## config.mk

```make
export PLATFORM = sky130hd
export DESIGN_NAME = gr8_bus_seq
export DESIGN_NICKNAME = d
export VERILOG_FILES = /design/src/rtl/gr8_bus_pkg.sv /design/src/rtl/gr8_ref_ctr.sv /design/src/rtl/gr8_bus_seq.sv
export SDC_FILE = /design/constraint.sdc
export NUM_CORES = 1
export LEC_CHECK = 0
export CORE_MARGIN = 8
export CORE_UTILIZATION = 44
export DETAILED_ROUTE_END_ITERATION = 8
export GPL_TIMING_DRIVEN = 0
export PLACE_DENSITY = 0.93
export SYNTH_ARGS = -nofsm -noshare
export SYNTH_HDL_FRONTEND = slang
export SYNTH_SLANG_ARGS = --single-unit
```

## constraint.sdc

```tcl
create_clock -name C7M -period 2.83 [get_ports C7M]
set_input_delay 0.566 -clock C7M [delete_from_list [all_inputs] [get_ports C7M]]
set_output_delay 0.566 -clock C7M [all_outputs]
set_load 0.005 [all_outputs]
```

## src/rtl/gr8_bus_pkg.sv

```systemverilog
// Shared bus-phase state encoding, card register offsets and strobe decode
// for the GR8RAM bus sequencer.
package gr8_bus_pkg;

    typedef enum logic [2:0] {
        S_IDLE = 3'd0,
        S_1    = 3'd1,
        S_2    = 3'd2,
        S_3    = 3'd3,
        S_4    = 3'd4,
        S_5    = 3'd5,
        S_6    = 3'd6,
        S_7    = 3'd7
    } bus_state_e;

    localparam logic [3:0]  REG_BANK  = 4'hF;
    localparam logic [3:0]  REG_SET   = 4'hE;
    localparam logic [3:0]  REG_RAM   = 4'h3;
    localparam logic [3:0]  REG_ADDRH = 4'h2;
    localparam logic [3:0]  REG_ADDRM = 4'h1;
    localparam logic [3:0]  REG_ADDRL = 4'h0;
    localparam logic [10:0] CFFF_ADDR = 11'h7FF;

    typedef struct packed {
        logic bank;
        logic set;
        logic ram;
        logic addrh;
        logic addrm;
        logic addrl;
    } strobe_t;

    // One-hot by construction: each offset maps to at most one strobe.
    function automatic strobe_t decode_strobe(input logic [3:0] off, input logic sel,
                                              input logic wr);
        strobe_t st;
        st = '0;
        if (sel) begin
            case (off)
                REG_BANK:  st.bank  = wr;
                REG_SET:   st.set   = wr;
                REG_RAM:   st.ram   = 1'b1;
                REG_ADDRH: st.addrh = wr;
                REG_ADDRM: st.addrm = wr;
                REG_ADDRL: st.addrl = wr;
                default:   st = '0;
            endcase
        end
        return st;
    endfunction

endpackage

```

## src/rtl/gr8_ref_ctr.sv

```systemverilog
// Refresh-slot pacing counter: wraps every REF_PERIOD bus cycles and flags
// the slot where the count is zero.
module gr8_ref_ctr
    import gr8_bus_pkg::*;
#(
    parameter int REF_PERIOD = 13
) (
    input  logic clk,
    input  logic rst,
    input  logic adv,
    output logic ref_req
);
    localparam int RW = (REF_PERIOD > 1) ? $clog2(REF_PERIOD) : 1;
    localparam logic [RW-1:0] REF_LAST = RW'(REF_PERIOD - 1);

    logic [RW-1:0] ref_d, ref_q;

    always_comb begin
        ref_d = ref_q;
        if (adv) ref_d = (ref_q == REF_LAST) ? '0 : ref_q + 1'b1;
    end

    always_ff @(posedge clk) begin
        if (rst) ref_q <= '0;
        else     ref_q <= ref_d;
    end

    assign ref_req = (ref_q == '0);

endmodule

```

## src/rtl/gr8_bus_seq.sv

```systemverilog
// Apple II bus-phase sequencer: PHI1-locked state counter, bus/ROM enables,
// card enable flags and registered register-select strobes.
// Optional macro GR8_CFFF_RELEASE_EN: $CFFF strobe access releases IOROMEN.
module gr8_bus_seq
    import gr8_bus_pkg::*;
#(
    parameter int REF_PERIOD = 13
) (
    input  logic        C7M,
    input  logic        RES,
    input  logic        PHI1,
    input  logic        nDEVSEL,
    input  logic        nIOSEL,
    input  logic        nIOSTRB,
    input  logic        nWE,
    input  logic [10:0] A,
    output logic [2:0]  S,
    output logic        PHI0seen,
    output logic        RefReq,
    output logic        DBEN,
    output logic        RDCSEN,
    output logic        WRCSEN,
    output logic        REGEN,
    output logic        IOROMEN,
    output logic        BankWR,
    output logic        SetWR,
    output logic        AddrHWR,
    output logic        AddrMWR,
    output logic        AddrLWR,
    output logic        RAMSEL
);
    bus_state_e s_d, s_q;
    logic       phi1reg_q;
    logic       phi0seen_d, phi0seen_q;
    logic       dben_d, dben_q;
    logic       wrcsen_d, wrcsen_q;
    logic       regen_d, regen_q;
    logic       ioromen_d, ioromen_q;
    strobe_t    strb_d, strb_q;
    logic       phi1_rise;

    always_comb begin
        // A rise only counts once a low PHI1 has been seen, so reset while
        // PHI1 is high cannot produce a false sync.
        phi1_rise  = PHI1 & ~phi1reg_q & phi0seen_q;
        phi0seen_d = phi0seen_q | ~PHI1;

        s_d = s_q;
        if (phi1_rise)            s_d = S_1;
        else if (s_q == S_IDLE)   s_d = S_IDLE;
        else if (s_q == S_7)      s_d = S_7;
        else                      s_d = bus_state_e'(s_q + 3'd1);

        dben_d   = (s_d == S_5) || (s_d == S_6) || (s_d == S_7);
        wrcsen_d = (s_d == S_6) || (s_d == S_7);

        regen_d   = regen_q;
        ioromen_d = ioromen_q;
        if ((s_q == S_4) && !nIOSEL) begin
            regen_d   = 1'b1;
            ioromen_d = 1'b1;
        end
`ifdef GR8_CFFF_RELEASE_EN
        if ((s_q == S_3) && !nIOSTRB && (A == CFFF_ADDR)) ioromen_d = 1'b0;
`endif

        // Strobes use pre-edge REGEN, so the enabling IOSEL cycle itself
        // never strobes; a short cycle clears them via the S1 entry.
        strb_d = strb_q;
        if (s_d == S_1)
            strb_d = '0;
        else if (s_q == S_4)
            strb_d = decode_strobe(A[3:0], ~nDEVSEL & regen_q, ~nWE);
    end

    always_ff @(posedge C7M) begin
        if (RES) begin
            s_q        <= S_IDLE;
            phi1reg_q  <= 1'b0;
            phi0seen_q <= 1'b0;
            dben_q     <= 1'b0;
            wrcsen_q   <= 1'b0;
            regen_q    <= 1'b0;
            ioromen_q  <= 1'b0;
            strb_q     <= '0;
        end else begin
            s_q        <= s_d;
            phi1reg_q  <= PHI1;
            phi0seen_q <= phi0seen_d;
            dben_q     <= dben_d;
            wrcsen_q   <= wrcsen_d;
            regen_q    <= regen_d;
            ioromen_q  <= ioromen_d;
            strb_q     <= strb_d;
        end
    end

    gr8_ref_ctr #(.REF_PERIOD(REF_PERIOD)) u_ref_ctr (
        .clk     (C7M),
        .rst     (RES),
        .adv     (s_q == S_3),
        .ref_req (RefReq)
    );

    assign S        = s_q;
    assign PHI0seen = phi0seen_q;
    assign DBEN     = dben_q;
    assign RDCSEN   = dben_q;
    assign WRCSEN   = wrcsen_q;
    assign REGEN    = regen_q;
    assign IOROMEN  = ioromen_q;
    assign BankWR   = strb_q.bank;
    assign SetWR    = strb_q.set;
    assign RAMSEL   = strb_q.ram;
    assign AddrHWR  = strb_q.addrh;
    assign AddrMWR  = strb_q.addrm;
    assign AddrLWR  = strb_q.addrl;

endmodule

```

; ---- Yosys cells after proc, flatten, opt, wreduce, memory -nomap -nowiden
; Cells that the tools add are included.
[op_classes]
n_eq_ne = 13
reduce_logical = 9
muxes = 11
bitwise_logic = 8
add_sub_neg = 2
[ops]
columns = op, n
row1 = "3-bit equality test, second input constant", 5
row2 = "4-bit equality test, second input constant", 3
row3 = 3-bit 2-to-1 mux, 3
row4 = "4-bit by 2-bit equality test with 1-bit output, second input constant", 2
row5 = 4-bit logical NOT, 2
row6 = 1-bit 2-to-1 mux, 6
row7 = 6-bit 2-to-1 mux, 1
row8 = "4-bit by 1-bit adder with 4-bit output, second input constant", 1
row9 = "4-bit by 1-bit equality test with 1-bit output, second input constant", 1
row10 = 4-bit 2-to-1 mux, 1
row11 = 1-bit inverter, 4
row12 = "3-bit by 1-bit adder with 3-bit output, second input constant", 1
row13 = 1-bit bitwise AND, 3
row14 = "3-bit by 1-bit equality test with 1-bit output, second input constant", 1
row15 = "3-bit by 2-bit equality test with 1-bit output, second input constant", 1
row16 = 3-bit logical NOT, 1
row17 = 1-bit logical OR, 3
row18 = 2-bit OR reduction, 1
row19 = 1-bit logical AND, 1
row20 = 1-bit logical NOT, 1
row21 = 1-bit bitwise OR, 1
[totals]
inputBits = 18
elab_cells = 56
output_inout_bits = 16
reg_bits = 18

; ---- Longest topological paths before layout
[logic_depth]
word_depth = 7
depth_mapped = 6
ltp_nobuf = 5

; ---- Modules after synthesis
; From an unflattened synthesis, not the netlist that was laid out.
[unflattened]
cells_unflattened = 96
area_unflattened_um2 = 850.8
[modules_own_cells]
columns = mod, instances, area_each_um2, cells_per_inst, seq_area_each_um2
row1 = gr8_bus_seq, 1, 644.4, 71, 280.3
row2 = gr8_ref_ctr, 1, 206.4, 25, 80.1

; ---- Least setup slack after synthesis
; No wires, ideal clock.
[synth_timing]
path_type = flip-flop to flip-flop
from = register s_q[0], in the netlist S[0]
to = register strb_q (netlist bit AddrHWR)
path_stages_with_launch = 6
t_required_ns = 2.708
synth_period_minus_slack_ns = 1.661
path_slack_ns = 1.169
arrival_ns = 1.539
path_cell_list = dfxtp_1 inv_1 ha_1 or4_4 o211ai_4 nor2_1
[synth_between]
elab_chain_cells = 6
[synth_rtl]
columns = element, line_no
row1 = "start, declared", gr8_bus_seq.sv:32  ; bus_state_e s_d, s_q;
row2 = "start signal, assigned", gr8_bus_seq.sv:78  ; s_q <= S_IDLE;
row3 = "start signal, assigned", gr8_bus_seq.sv:87  ; s_q <= s_d;
row4 = 3-bit by 1-bit adder with 3-bit output or 3-bit equality test (tied branches), "gr8_bus_seq.sv:52, gr8_bus_seq.sv:51"
row5 = 3-bit 2-to-1 mux, gr8_bus_seq.sv:51  ; else if (s_q == S_7) s_d = S_7;
row6 = 3-bit 2-to-1 mux, gr8_bus_seq.sv:50  ; else if (s_q == S_IDLE) s_d = S_IDLE;
row7 = 3-bit 2-to-1 mux, gr8_bus_seq.sv:49  ; if (phi1_rise) s_d = S_1;
row8 = 3-bit by 1-bit equality test with 1-bit output, gr8_bus_seq.sv:70  ; if (s_d == S_1)
row9 = 2-bit OR reduction (no line), --
row10 = "end signal, assigned", gr8_bus_seq.sv:94  ; strb_q <= strb_d;
row11 = "end, declared", gr8_bus_seq.sv:39  ; strobe_t strb_d, strb_q;
; Parallel ways exist; a longest one is shown, timed or not.
; A chain may end at the register's enable or synchronous reset.

; ---- Final worst setup path
[layout_timing]
from = register u_ref_ctr.ref_q[0]
to = output port RefReq
[layout_between]
elab_chain_cells = 1
[layout_rtl]
columns = element, line_no
row1 = "start, declared", gr8_ref_ctr.sv:16  ; logic [RW-1:0] ref_d, ref_q;
row2 = "start signal, assigned", gr8_ref_ctr.sv:25  ; else ref_q <= ref_d;
row3 = 4-bit logical NOT, gr8_ref_ctr.sv:28  ; assign ref_req = (ref_q == '0);
row4 = "end, declared", gr8_bus_seq.sv:19  ; output logic RefReq,
; Every way passes these cells.

==> out/results.txt <==
Vias in the first global route -> 723
Cell variety after synth -> 31
Max Cap Viol -> 0
Mean number of vias per cell -> 5.36
CTS Sinks -> 18
Clock Tree Root -> clkbuf_4
Wirelength, routed -> 1950 um
Final Cycle Share -> 79.2%
Post-CTS setup buffers -> 0
GRT overflow -> 0
Vias -> 782
Chip Height -> 59.6 um
Most used DFF post-synth -> dfxtp_1
RSZ-0062 raised after global routing -> false
Final hold slack -> 0.467 ns
Top Ports -> 34
Critical Path End Type -> primary output
Slowest-stage cell, CP -> clkdlybuf4s50_1
Layout cells sized above 1 -> 9.92%
Bufs and invs on worst path -> 2
Post_cts resized -> 0
Largest delay contributor family on the critical path -> buffers and inverters
Ys async rst share -> 0%
Cell taking the most area after synthesis -> dfxtp_1
Post-synth top area share -> 43.2%
Max-slew violations -> 0
Worst-path maximum fanout -> 5
Post-synthesis net count -> 115
CTS buffer count -> 3
Worst ir drop on vdd -> 0.000276 V
Initial antenna violation count -> 0
Final hold vios -> 0
Post-Syn Area -> 835 um^2
Clk slew on worst S/H paths -> 0.10 ns
Cells after Synth -> 93
H-Tree Depth -> 1
Final setup fails -> 0
Final Critical Period -> 2.24 ns
DRT antenna net count -> 0
CTS tree -> yes
CP Launch Type -> flop
Worst rel slew slack -> 76.2%
Residual DRC -> 0
GP Congestion -> 0.838
EDFF count, synth -> 0
Largest net degree at the start of global routing -> 11
CP cell instances -> inv_1, ha_1, nor3b_1, clkdlybuf4s50_1
Core ar. -> 1760 um^2
Iteration-0 DRC Markers -> 24
DR pass1 iterations -> 4
Clk_lat worst skew -> 0.29 ns
Layout Skew -> 0.00373 ns
# nets final -> 144
Synth area leaders -> dfxtp_1, a21oi_1, ha_1
Yosys reg bits -> 18
Seq/Total Area, Yosys -> 43.2%
Wire length per cell -> 13.3 um
Number of synthesis warnings -> 0
Slew @ Worst Pin -> 0.354 ns
Worst r2r src -> S[0]
Initial Util -> 47.3%
# hold bufs at CTS -> 0
CP peak stage delay -> 0.53 ns
Critical Path Source -> u_ref_ctr.ref_q[0]
Setup_tns -> 0 ns
Power Dens Cells -> 400 nW/um^2
Clk buf depth -> 2
Syn Area/Cell -> 8.97 um^2
First-pass GRT wire length -> 3170 um
Area growth syn-to-layout -> 36.9%
Total die area -> 3550 um^2
GRT Util Overall -> 11.5%
# diodes -> 0
Detail Placement HPWL -> 1580 um
Worst Path Required -> 2.26 ns
Leakage power -> 0.419 nW
Class of the worst hold path -> flop to flop
Hold Crit Start -> RAMSEL
Die X -> 59.6 um
Crit path DAT -> 1.68 ns
# rows -> 15
Port bufs -> 24
CP Class -> flop to primary output
Status -> finished clean
Max Fclk -> 0.446 GHz
## kinds of logic (layout without fill, tap and decap cells)
| logic type | after synthesis | after routing | share of synthesized area, % |
|---|---|---|---|
| AOI/OAI and AO/OA | 24 | 24 | 18.9 |
| adders and majority gates | 4 | 4 | 6.00 |
| buffers and inverters | 12 | 40 | 7.20 |
| DFF | 18 | 18 | 43.2 |
| muxes | 1 | 1 | 1.20 |
| and+or+nand+nor | 34 | 34 | 23.5 |
## synth_stat cells (2+ instances only)
cell      instances
nor3b_1           2
nand2_1           8
dfxtp_1          18
ha_1              4
a21oi_1          12
buf_4             2
nor3_1            2
nand4_1           2
o21ai_0           4
nor2_1            8
a32oi_1           3
nand3b_1          2
clkbuf_1          2
inv_1             7
## power by group
group | total (mW) | leakage (nW) | internal, mW | switching (mW)
Clock | 0.158 | 0.0210 | 0.0784 | 0.0797
Sequential | 0.258 | 0.146 | 0.256 | 0.00189
Combinational | 0.0413 | 0.253 | 0.0220 | 0.0193
Total | 0.457 | 0.419 | 0.356 | 0.101
## placed cells by master (no fill, tap or decap), types with 3 or more instances in the layout
cell type         n
a21oi_1          12
ha_1              4
clkbuf_4          3
dfxtp_1          18
o21ai_0           4
nand2_1           8
inv_1             7
clkdlybuf4s50_1  24
a32oi_1           3
nor2_1            8
## tightest hold or removal path: cells and delay by family (launching register included)
| family | cells | cell delay (ns) |
|---|---|---|
| AND/OR/NAND/NOR | 1 | 0.05 |
| AO/OA/AOI/OAI | 1 | 0.05 |
| flip-flops | 1 | 0.32 |
## final cells by class
type,instances,area [um^2]
Fill cell,162,622
Tap cell,25,31.3
Timing Repair Buffer,24,240
Inverter,7,26.3
Clock buffer,4,36.3
Sequential cell,18,360
Multi-Input combinational cell,63,414
Buffer,5,33.8
## registers in the layout, indices dropped and copies added (netlist names)
signal / flops
AddrHWR: 1
AddrLWR: 1
AddrMWR: 1
BankWR: 1
DBEN: 1
IOROMEN: 1
PHI0seen: 1
RAMSEL: 1
S: 3
SetWR: 1
WRCSEN: 1
phi1reg_q: 1
u_ref_ctr.ref_q: 4
## stage by stage
step           worst slack, ns  utilization, %  instance area, um^2  instances  total power, mW
2_1_floorplan             1.17               -                  835         93            0.283
3_3_place_gp             0.944            62.7                 1110        142            0.304
4_1_cts                  0.577            64.8                 1140        146            0.461
5_1_grt                  0.470            64.8                 1140        146            0.477
6_report                 0.589            64.8                 1140        146            0.457
3_5_place_dp             0.934            62.7                 1110        142            0.305
## worst paths after layout
path         slack, ns      to  depth (start not counted)
max               0.59  RefReq                          4
min               0.47  RAMSEL                          2
max reg2reg       1.05   SetWR                          5
min reg2reg       0.47  RAMSEL                          2
## metal layers
metal  global-route usage, %  vias to the layer above  wire (um)
met2                    19.6                       23        946
met5                       0                        -          0
met3                    3.25                        4        112
met1                    12.6                      366        861
met4                    6.12                        0         27
li1                        -                      389          -
Power figures use the tool's default switching activity.
